### config.mk
export PLATFORM = sky130hd
export DESIGN_NAME = sdram_pattern_tester
export DESIGN_NICKNAME = d
export VERILOG_FILES = /design/src/rtl/sdram_pattern_tester.sv
export SDC_FILE = /design/constraint.sdc
export NUM_CORES = 1
export LEC_CHECK = 0
export ABC_AREA = 1
export ABC_CLOCK_PERIOD_IN_PS = 8400
export CELL_PAD_IN_SITES_DETAIL_PLACEMENT = 1
export CELL_PAD_IN_SITES_GLOBAL_PLACEMENT = 1
export CORE_MARGIN = 3
export CORE_UTILIZATION = 35
export CTS_CLUSTER_DIAMETER = 200
export DETAILED_ROUTE_END_ITERATION = 12
export HOLD_SLACK_MARGIN = 0.06
export PLACE_DENSITY = 0.73
export SYNTH_ARGS = -nofsm -noshare
export SYNTH_HDL_FRONTEND = slang
export SYNTH_SLANG_ARGS = --single-unit
### constraint.sdc
create_clock -name clk -period 8.4 [get_ports clk]
set_clock_uncertainty 0.15 [all_clocks]
set_input_delay 2.52 -clock clk [delete_from_list [all_inputs] [get_ports clk]]
set_output_delay 2.52 -clock clk [all_outputs]
set_load 0.01 [all_outputs]
### src/rtl/sdram_pattern_tester.sv
// sdram_pattern_tester: full-range write/readback tester on the SdramCtrl user port, two passes (pattern, inverted pattern).
module sdram_pattern_tester #(
  parameter int ADDR_W = 24,
  parameter int NUM_WORDS = 256,
  parameter logic [ADDR_W-1:0] BASE_ADDR = '0,
  parameter logic [15:0] SEED = 16'hF055,
  parameter int INIT_WAIT = 25000,
  parameter int TIMEOUT = 1024
) (
  input  logic              clk,
  input  logic              reset,
  input  logic              start,
  output logic              sdram_req,
  input  logic              sdram_ack,
  output logic [ADDR_W-1:0] sdram_addr,
  output logic              sdram_rh_wl,
  output logic [15:0]       sdram_data_w,
  input  logic [15:0]       sdram_data_r,
  output logic              busy,
  output logic              done,
  output logic              pass,
  output logic              timeout,
  output logic [15:0]       err_cnt,
  output logic [ADDR_W-1:0] first_err_addr,
  output logic [7:0]        led
);
  typedef enum logic [2:0] {INIT, IDLE, WR, RD, DONE} state_t;
  state_t state, state_n;
  logic [31:0] init_cnt, to_cnt;
  logic [15:0] i, err_n;
  logic p, ack_ok, last, to_hit, start_ok, mism;
  logic [ADDR_W-1:0] nxt_addr;
  always_comb begin
    start_ok = start && (state == IDLE || state == DONE);
    ack_ok = sdram_ack && sdram_req;
    last = i == 16'(NUM_WORDS - 1);
    to_hit = sdram_req && !sdram_ack && to_cnt == 32'(TIMEOUT - 1);
    mism = ack_ok && state == RD && sdram_data_r != (sdram_addr[15:0] ^ SEED ^ {16{p}});
    err_n = (mism && err_cnt != 16'hFFFF) ? err_cnt + 16'd1 : err_cnt;
    nxt_addr = BASE_ADDR + ADDR_W'(i);
    state_n = state;
    case (state)
      INIT: state_n = init_cnt == 32'(INIT_WAIT - 1) ? IDLE : INIT;
      IDLE, DONE: state_n = start ? WR : state;
      WR: state_n = to_hit ? DONE : (ack_ok && last) ? RD : WR;
      RD: state_n = to_hit ? DONE : (ack_ok && last) ? (p ? DONE : WR) : RD;
      default: state_n = INIT;
    endcase
  end
  always_ff @(posedge clk or posedge reset)
    if (reset) state <= INIT;
    else state <= state_n;
  always_ff @(posedge clk or posedge reset) begin
    if (reset) begin
      init_cnt <= '0;
      to_cnt <= '0;
      i <= '0;
      p <= 1'b0;
      sdram_req <= 1'b0;
      sdram_rh_wl <= 1'b1;
      sdram_addr <= '0;
      sdram_data_w <= '0;
      busy <= 1'b0;
      done <= 1'b0;
      pass <= 1'b0;
      timeout <= 1'b0;
      err_cnt <= '0;
      first_err_addr <= '0;
      led <= 8'h00;
    end else begin
      if (state == INIT) init_cnt <= init_cnt + 32'd1;
      if (start_ok) begin
        {i, p, err_cnt, first_err_addr, timeout, done, pass} <= '0;
        busy <= 1'b1;
        led <= 8'h0F;
        sdram_req <= 1'b1;
        sdram_rh_wl <= 1'b0;
        sdram_addr <= BASE_ADDR;
        sdram_data_w <= BASE_ADDR[15:0] ^ SEED;
        to_cnt <= '0;
      end else if (state == WR || state == RD) begin
        // req low here is the single idle cycle after an ack; issue the next word
        if (!sdram_req) begin
          sdram_req <= 1'b1;
          to_cnt <= '0;
          sdram_addr <= nxt_addr;
          sdram_rh_wl <= state == RD;
          sdram_data_w <= nxt_addr[15:0] ^ SEED ^ {16{p}};
        end else if (ack_ok) begin
          sdram_req <= 1'b0;
          sdram_rh_wl <= 1'b1;
          err_cnt <= err_n;
          i <= last ? '0 : i + 16'd1;
          if (mism && err_cnt == '0) first_err_addr <= sdram_addr;
          if (state == RD && last) p <= 1'b1;
          if (state_n == DONE) begin
            busy <= 1'b0;
            done <= 1'b1;
            pass <= err_n == '0;
            led <= err_n == '0 ? 8'h55 : 8'hAA;
          end
        end else if (to_hit) begin
          sdram_req <= 1'b0;
          sdram_rh_wl <= 1'b1;
          busy <= 1'b0;
          done <= 1'b1;
          timeout <= 1'b1;
          led <= 8'hAA;
        end else to_cnt <= to_cnt + 32'd1;
      end
    end
  end
endmodule

After elaboration in Yosys (flattened, before gate mapping):

Cells that the tools add are included.

* muxes and demuxes: 76
* magnitude comparators: 0
* bitwise operators: 4
* equal/unequal tests: 16
* multiply operators: 0
* add/sub/neg operators: 4
* divide/modulo/power cells: 0
* shift-type cells: 0
* reductions and logical operators: 34

Operators by type and width (count)
* 2-to-1 mux 16 bit: 13
* 2-to-1 mux 24 bit: 8
* 2-to-1 mux 32 bit: 5
* adder 32 x 1 -> 32 bit (second input constant): 2
* 2-to-1 mux 8 bit: 7
* 2-to-1 mux 1 bit: 37
* adder 16 x 1 -> 16 bit (second input constant): 2
* == test 32 x 10 -> 1 bit (second input constant): 1
* == test 32 x 15 -> 1 bit (second input constant): 1
* logical NOT 16 bit: 2
* bitwise XOR 16 bit: 2
* AND reduction 4 bit: 5
* == test 16 x 8 -> 1 bit (second input constant): 1
* inequality test 16 bit: 1
* inequality test 16 bit (second input constant): 1
* inverter 8 bit: 2
* 2-to-1 mux 3 bit: 5
* nonzero test 2 bit: 7
* one-hot mux 3 bit (4 select lines): 1
* logical AND 1 bit: 10
* == test 3 x 2 -> 1 bit (second input constant): 2
* == test 3 bit (second input constant): 2
* inequality test 3 x 2 -> 1 bit (second input constant): 2
* AND reduction 3 bit: 2
* 10 further kinds: 13

* bits in read-only memories: 0
* memory bits (writable): 0
* bits in latches: 0
* input port bits: 20
* word-level logic and storage cells: 150
* memories: 0
* output and inout bits: 94
* bits in registers: 178

Depth between registers and ports, before layout:

* word-level depth: 13
* depth in mapped cells: 19
* mapped depth without buffers: 19

Worst setup path after synthesis:

No wires, ideal clock.

* path kind: input port to flip-flop
* start: input sdram_data_r[15]
* end: register led[3]
* setup slack: 4.298 ns
* buffers on the path: 1
* stages: 18
* arrival: 3.835 ns
* path through: inv_1 > nand2_1 > nand2_1 > nor2_1 > nand2_1 > nand2_1 > nand2_1 > nor2_2 > nand2_4 > buf_6 > nand4_1 > nand2_1 > nor2_1 > nand2_1 > nor2_2 > nand3_2 > nor2_1 > nor2_1

* cells in the longest elaborated chain, start to end: 11

RTL lines
* from (decl): RTL line 18 `input logic [15:0] sdram_data_r,`
* inequality test 16 bit: RTL line 38 `mism = ack_ok && state == RD && sdram_data_r != (sdram_addr[15:0] ^ SEED ^ {16{p}});`
* logical AND 1 bit: RTL line 38
* logical AND 1 bit: RTL line 39 `err_n = (mism && err_cnt != 16'hFFFF) ? err_cnt + 16'd1 : err_cnt;`
* 2-to-1 mux 16 bit: RTL line 39
* logical NOT 16 bit: RTL line 100 `led <= err_n == '0 ? 8'h55 : 8'hAA;`
* 2-to-1 mux 8 bit: RTL line 100
* 2-to-1 mux 8 bit: RTL line 96 `if (state_n == DONE) begin`
* 2-to-1 mux 8 bit: RTL line 89 `end else if (ack_ok) begin`
* 2-to-1 mux 8 bit: RTL line 83 `if (!sdram_req) begin`
* 2-to-1 mux 8 bit: RTL line 81 `end else if (state == WR || state == RD) begin`
* 2-to-1 mux 8 bit: RTL line 72 `if (start_ok) begin`
* to (signal assigned): RTL line 100
* to (decl): RTL line 25 `output logic [7:0] led`

No other way between the ends. The select of a mux whose other input is x is not followed.
A chain may end at the register's enable or synchronous reset.

Final worst setup path:

* start: input start
* end: register sdram_addr[0]

* cells in the longest elaborated chain, start to end: 3

RTL lines
* from (decl): RTL line 12 `input logic start,`
* logical AND 1 bit *: RTL line 34 `start_ok = start && (state == IDLE || state == DONE);`
* inequality test 2 x 1 -> 1 bit (no line) / nonzero test 2 bit (equally long branches)
* AND reduction 2 bit (no line)
* to (signal assigned): RTL line 86 `sdram_addr <= nxt_addr;`
* to (decl): RTL line 15 `output logic [ADDR_W-1:0] sdram_addr,`

Mark *: on every way between the ends. The rest lies on a longest branch, timed or not.

==> impl_metrics.env <==
export IMPL_result_of_the_run="completed"
export IMPL_worstPathCellList="clkdlybuf4s50_1 > nand2_2 > inv_2 > nor2_2 > nor2_4 > buf_4 > inv_1 > nand2_1 > o21ai_0"
export IMPL_mapped_avg_cell_area_um2=7.78
export IMPL_worst_setup_path_end_kind="register"
export IMPL_htree_num_levels=4
export IMPL_synth_xor_xnor_area_share_pct=4.80
export IMPL_worst_path_max_delay_cell="inv_2"
export IMPL_drt_first_iter_violations=493
export IMPL_min_period_ps=6110
export IMPL_worstHoldStart="sdram_data_w[5]$_DFFE_PP0P_"
export IMPL_skew_pair_late_insertion_delay_ps=430
export IMPL_synth_common_cells="nand2_1, dfrtp_1, inv_1, nor2_1, nand3_1"
export IMPL_yosys_most_used_dff="dfrtp_1"
export IMPL_tritoncts_num_sinks=158
export IMPL_switchingPower_mw=0.826
export IMPL_static_leakage_power_nw=4.94
export IMPL_netlist_area_um2=8930
export IMPL_io_pins=114
export IMPL_arrival_time_of_data_at_the_critical_path_endpoint_ps=6230
export IMPL_rsz0062_at_grt="false"
export IMPL_seq_area_frac_synth_pct=44.3
export IMPL_ys_warn_count=0
export IMPL_post_route_wl_mm=26.8
export IMPL_power_density_nw_per_um2=227
export IMPL_gp_routability_congestion=0.874
export IMPL_sw_frac_of_total_pct=34.1
export IMPL_yosys_area_top_type="dfrtp_1"
export IMPL_crit_start="start"
export IMPL_drc_viols=0
export IMPL_synth_seq_cells=158
export IMPL_die_wd_um=166
export IMPL_antenna_found_initial=0
export IMPL_globalRoute_totalOverflow=0
export IMPL_complex_gate_fraction_of_the_synthesized_area_pct=10.5
export IMPL_fin_tns_setup_ps=0
export IMPL_tritoncts="built"
export IMPL_fmax_mhz=164
export IMPL_post_synth_and_or_nand_nor_area_fraction_pct=29.7
export IMPL_finalNetCount=1253
export IMPL_dpl_cell_count=1533
export IMPL_synth_edff_count=0
export IMPL_detailedPlacementHpwl_mm=19.6
export IMPL_global_route_usage_total_pct=19.7
export IMPL_reg2reg_from="state[0]$_DFF_PP0_"
export IMPL_layout_cell_area_non_filler_um2=10700
export IMPL_dieArea_um2=27500
export IMPL_die_height_um=166
export IMPL_grt_first_pass_wirelength_mm=44.6
export IMPL_io_buffers=97
export IMPL_cell_internal_pwr_mw=1.59
export IMPL_post_route_cells_drive_above_1_share_pct=7.17
export IMPL_synth_top_family_by_area="simple AND/OR/NAND/NOR gates"
export IMPL_max_vdd_ir_drop_uv=121
export IMPL_finalMaxSlewViolations=0
export IMPL_placed_area_um2=10100
export IMPL_timing_critical_path_from_type="input port"
export IMPL_drtAntennaViolNets=0
export IMPL_worst_path_largest_cell_delay_ps=900
export IMPL_number_of_global_route_vias_before_repair=8276
export IMPL_hold_viol_final=0
export IMPL_yosys_cell_count_top_type="nand2_1"
export IMPL_max_cap_violation_count=0
export IMPL_rows=57
export IMPL_drt_first_pass_iters=5
export IMPL_maximum_number_of_pins_on_one_net_before_global_route_repair=104
export IMPL_synth_top_cell_area_share_pct=44.0
export IMPL_ys_async_sr_fraction_pct=100
export IMPL_cts_buffers_inserted=17
export IMPL_routed_wire_length_per_instance_um=17.1
export IMPL_diodes=0
export IMPL_grt_most_used_layer="met2"
export IMPL_synth_lib_cells_used_distinct=49
export IMPL_timing_worst_slew_pin_value_ps=1090
export IMPL_grtUsageMet3_pct=3.81
export IMPL_post_cts_resized=0
export IMPL_clock_tree_root_cell="clkbuf_16"
export IMPL_worst_path_max_fanout=56
export IMPL_timing_max_slew_rel_slack_pct=27.1
export IMPL_route_detailed_vias_per_inst=5.17
export IMPL_worstSetupEndpoint="sdram_addr[0]$_DFFE_PP0P_"
export IMPL_vias=8088
export IMPL_min_path_type="reg2reg"
export IMPL_worst_path_clk_slew_ps=70
export IMPL_critical_path_class="in2reg"
export IMPL_reg2reg_to="sdram_addr[0]$_DFFE_PP0P_"
export IMPL_stdcell_count=1565
export IMPL_syn_instance_count=1148
export IMPL_timing_reg2reg_setup_slack_ps=4170
export IMPL_clock_network_fraction_of_total_power_pct=32.5
export IMPL_synth_top_cells_by_area="dfrtp_1, nand2_1, inv_1"
export IMPL_combPwrFrac_pct=25.8
export IMPL_final_period_utilization_pct=72.7
export IMPL_cts_setup_buffers=0
export IMPL_post_synth_fa_ha_maj_area_fraction_pct=0.700
export IMPL_grtUsageMet1_pct=27.9
export IMPL_synthMuxAreaShare_pct=0
export IMPL_area_growth_syn_to_layout_pct=19.4
export IMPL_pwr_share_seq_pct=41.6
export IMPL_setup_violations_final=0
export IMPL_standard_cell_core_area_um2=24700
export IMPL_clockBufferDepth=2
export IMPL_required_ps=8520
export IMPL_floorplan_initialDensity_pct=36.2
export IMPL_worst_reg_to_reg_cells=11
export IMPL_use_met2_pct=31.8
export IMPL_cts_hold_repair_buffers=0
## final cells by class
class / count / area [um^2]
clock buffer: 22 / 484
timing repair buffer: 100 / 993
sequential: 158 / 3960
fill: 3054 / 14000
tap: 324 / 405
multi-input combinational: 800 / 4150
inverter: 151 / 572
clock inverter: 10 / 104
## placed cells by master (no fill, tap or decap), drive strengths merged, types with 4 or more instances in the layout
| cell | count |
|---|---|
| a31oi | 13 |
| nor3 | 55 |
| nand3 | 82 |
| inv | 154 |
| o41ai | 8 |
| nand4 | 40 |
| nor2 | 118 |
| xor2 | 43 |
| and3 | 4 |
| nand3b | 4 |
| nor4 | 14 |
| o21ai | 73 |
| conb | 16 |
| xnor2 | 6 |
| ha | 5 |
| clkdlybuf4s50 | 97 |
| dfrtp | 157 |
| a21oi | 59 |
| nand2 | 243 |
| clkbuf | 22 |
## logic make-up after synthesis
| group | Yosys count |
|---|---|
| XOR/XNOR | 49 |
| buffers and inverters | 205 |
| adder cells (fa/ha/maj) | 5 |
| other | 1 |
| flip-flops | 158 |
| AND/OR/NAND/NOR | 562 |
| AO/OA/AOI/OAI | 168 |
## routing by layer
| layer | part of all wire (%) | up-vias |
|---|---|---|
| met3 | 3.4 | 25 |
| met2 | 47 | 130 |
| li1 | - | 3901 |
| met4 | 0.93 | 0 |
| met1 | 49 | 4032 |
| met5 | 0 | - |
## metrics by stage
step | total power, mW | util, % | setup WS, ps | hold WS (ps)
after global placement | 1.63 | 40.8 | 1980 | 326
after CTS | 2.45 | 43.2 | 2280 | 348
after floorplan | 1.33 | - | 1470 | 297
after global routing | 2.56 | 43.2 | 1950 | 373
after detailed placement | 1.65 | 40.8 | 1820 | 331
final | 2.42 | 43.2 | 2290 | 345
## power groups by stage
stage	logic (mW)	registers, mW	clock network [mW]
after CTS	0.635	1.01	0.804
after global placement	0.609	1.02	0
after floorplan	0.322	1.01	0
after global routing	0.700	1.02	0.834
after detailed placement	0.631	1.02	0
final	0.625	1.01	0.787
## flip-flops by register name (all words and copies together) (netlist names), 4 cells and up
name / cells
init_cnt: 32
led: 4
i: 16
to_cnt: 32
sdram_data_w: 16
first_err_addr: 16
err_cnt: 16
sdram_addr: 16
## how the worst min path moves through the flow
stage	endpoint	slack, ps	cells after the start
floorplan	init_cnt[31]$_DFFE_PP0P_	300	1
global placement	sdram_data_w[5]$_DFFE_PP0P_	330	2
detailed placement	sdram_data_w[5]$_DFFE_PP0P_	330	2
CTS	init_cnt[27]$_DFFE_PP0P_	350	1
global route	sdram_data_w[11]$_DFFE_PP0P_	370	2
finish	sdram_data_w[5]$_DFFE_PP0P_	350	2
## critical path: cells and delay by family
kind / cells / cell delay, ps
AOI/OAI and AO/OA: 1 / 100
buffers and inverters: 4 / 2450
and+or+nand+nor: 4 / 1100
Note: power is estimated with default switching activity, not from simulation.
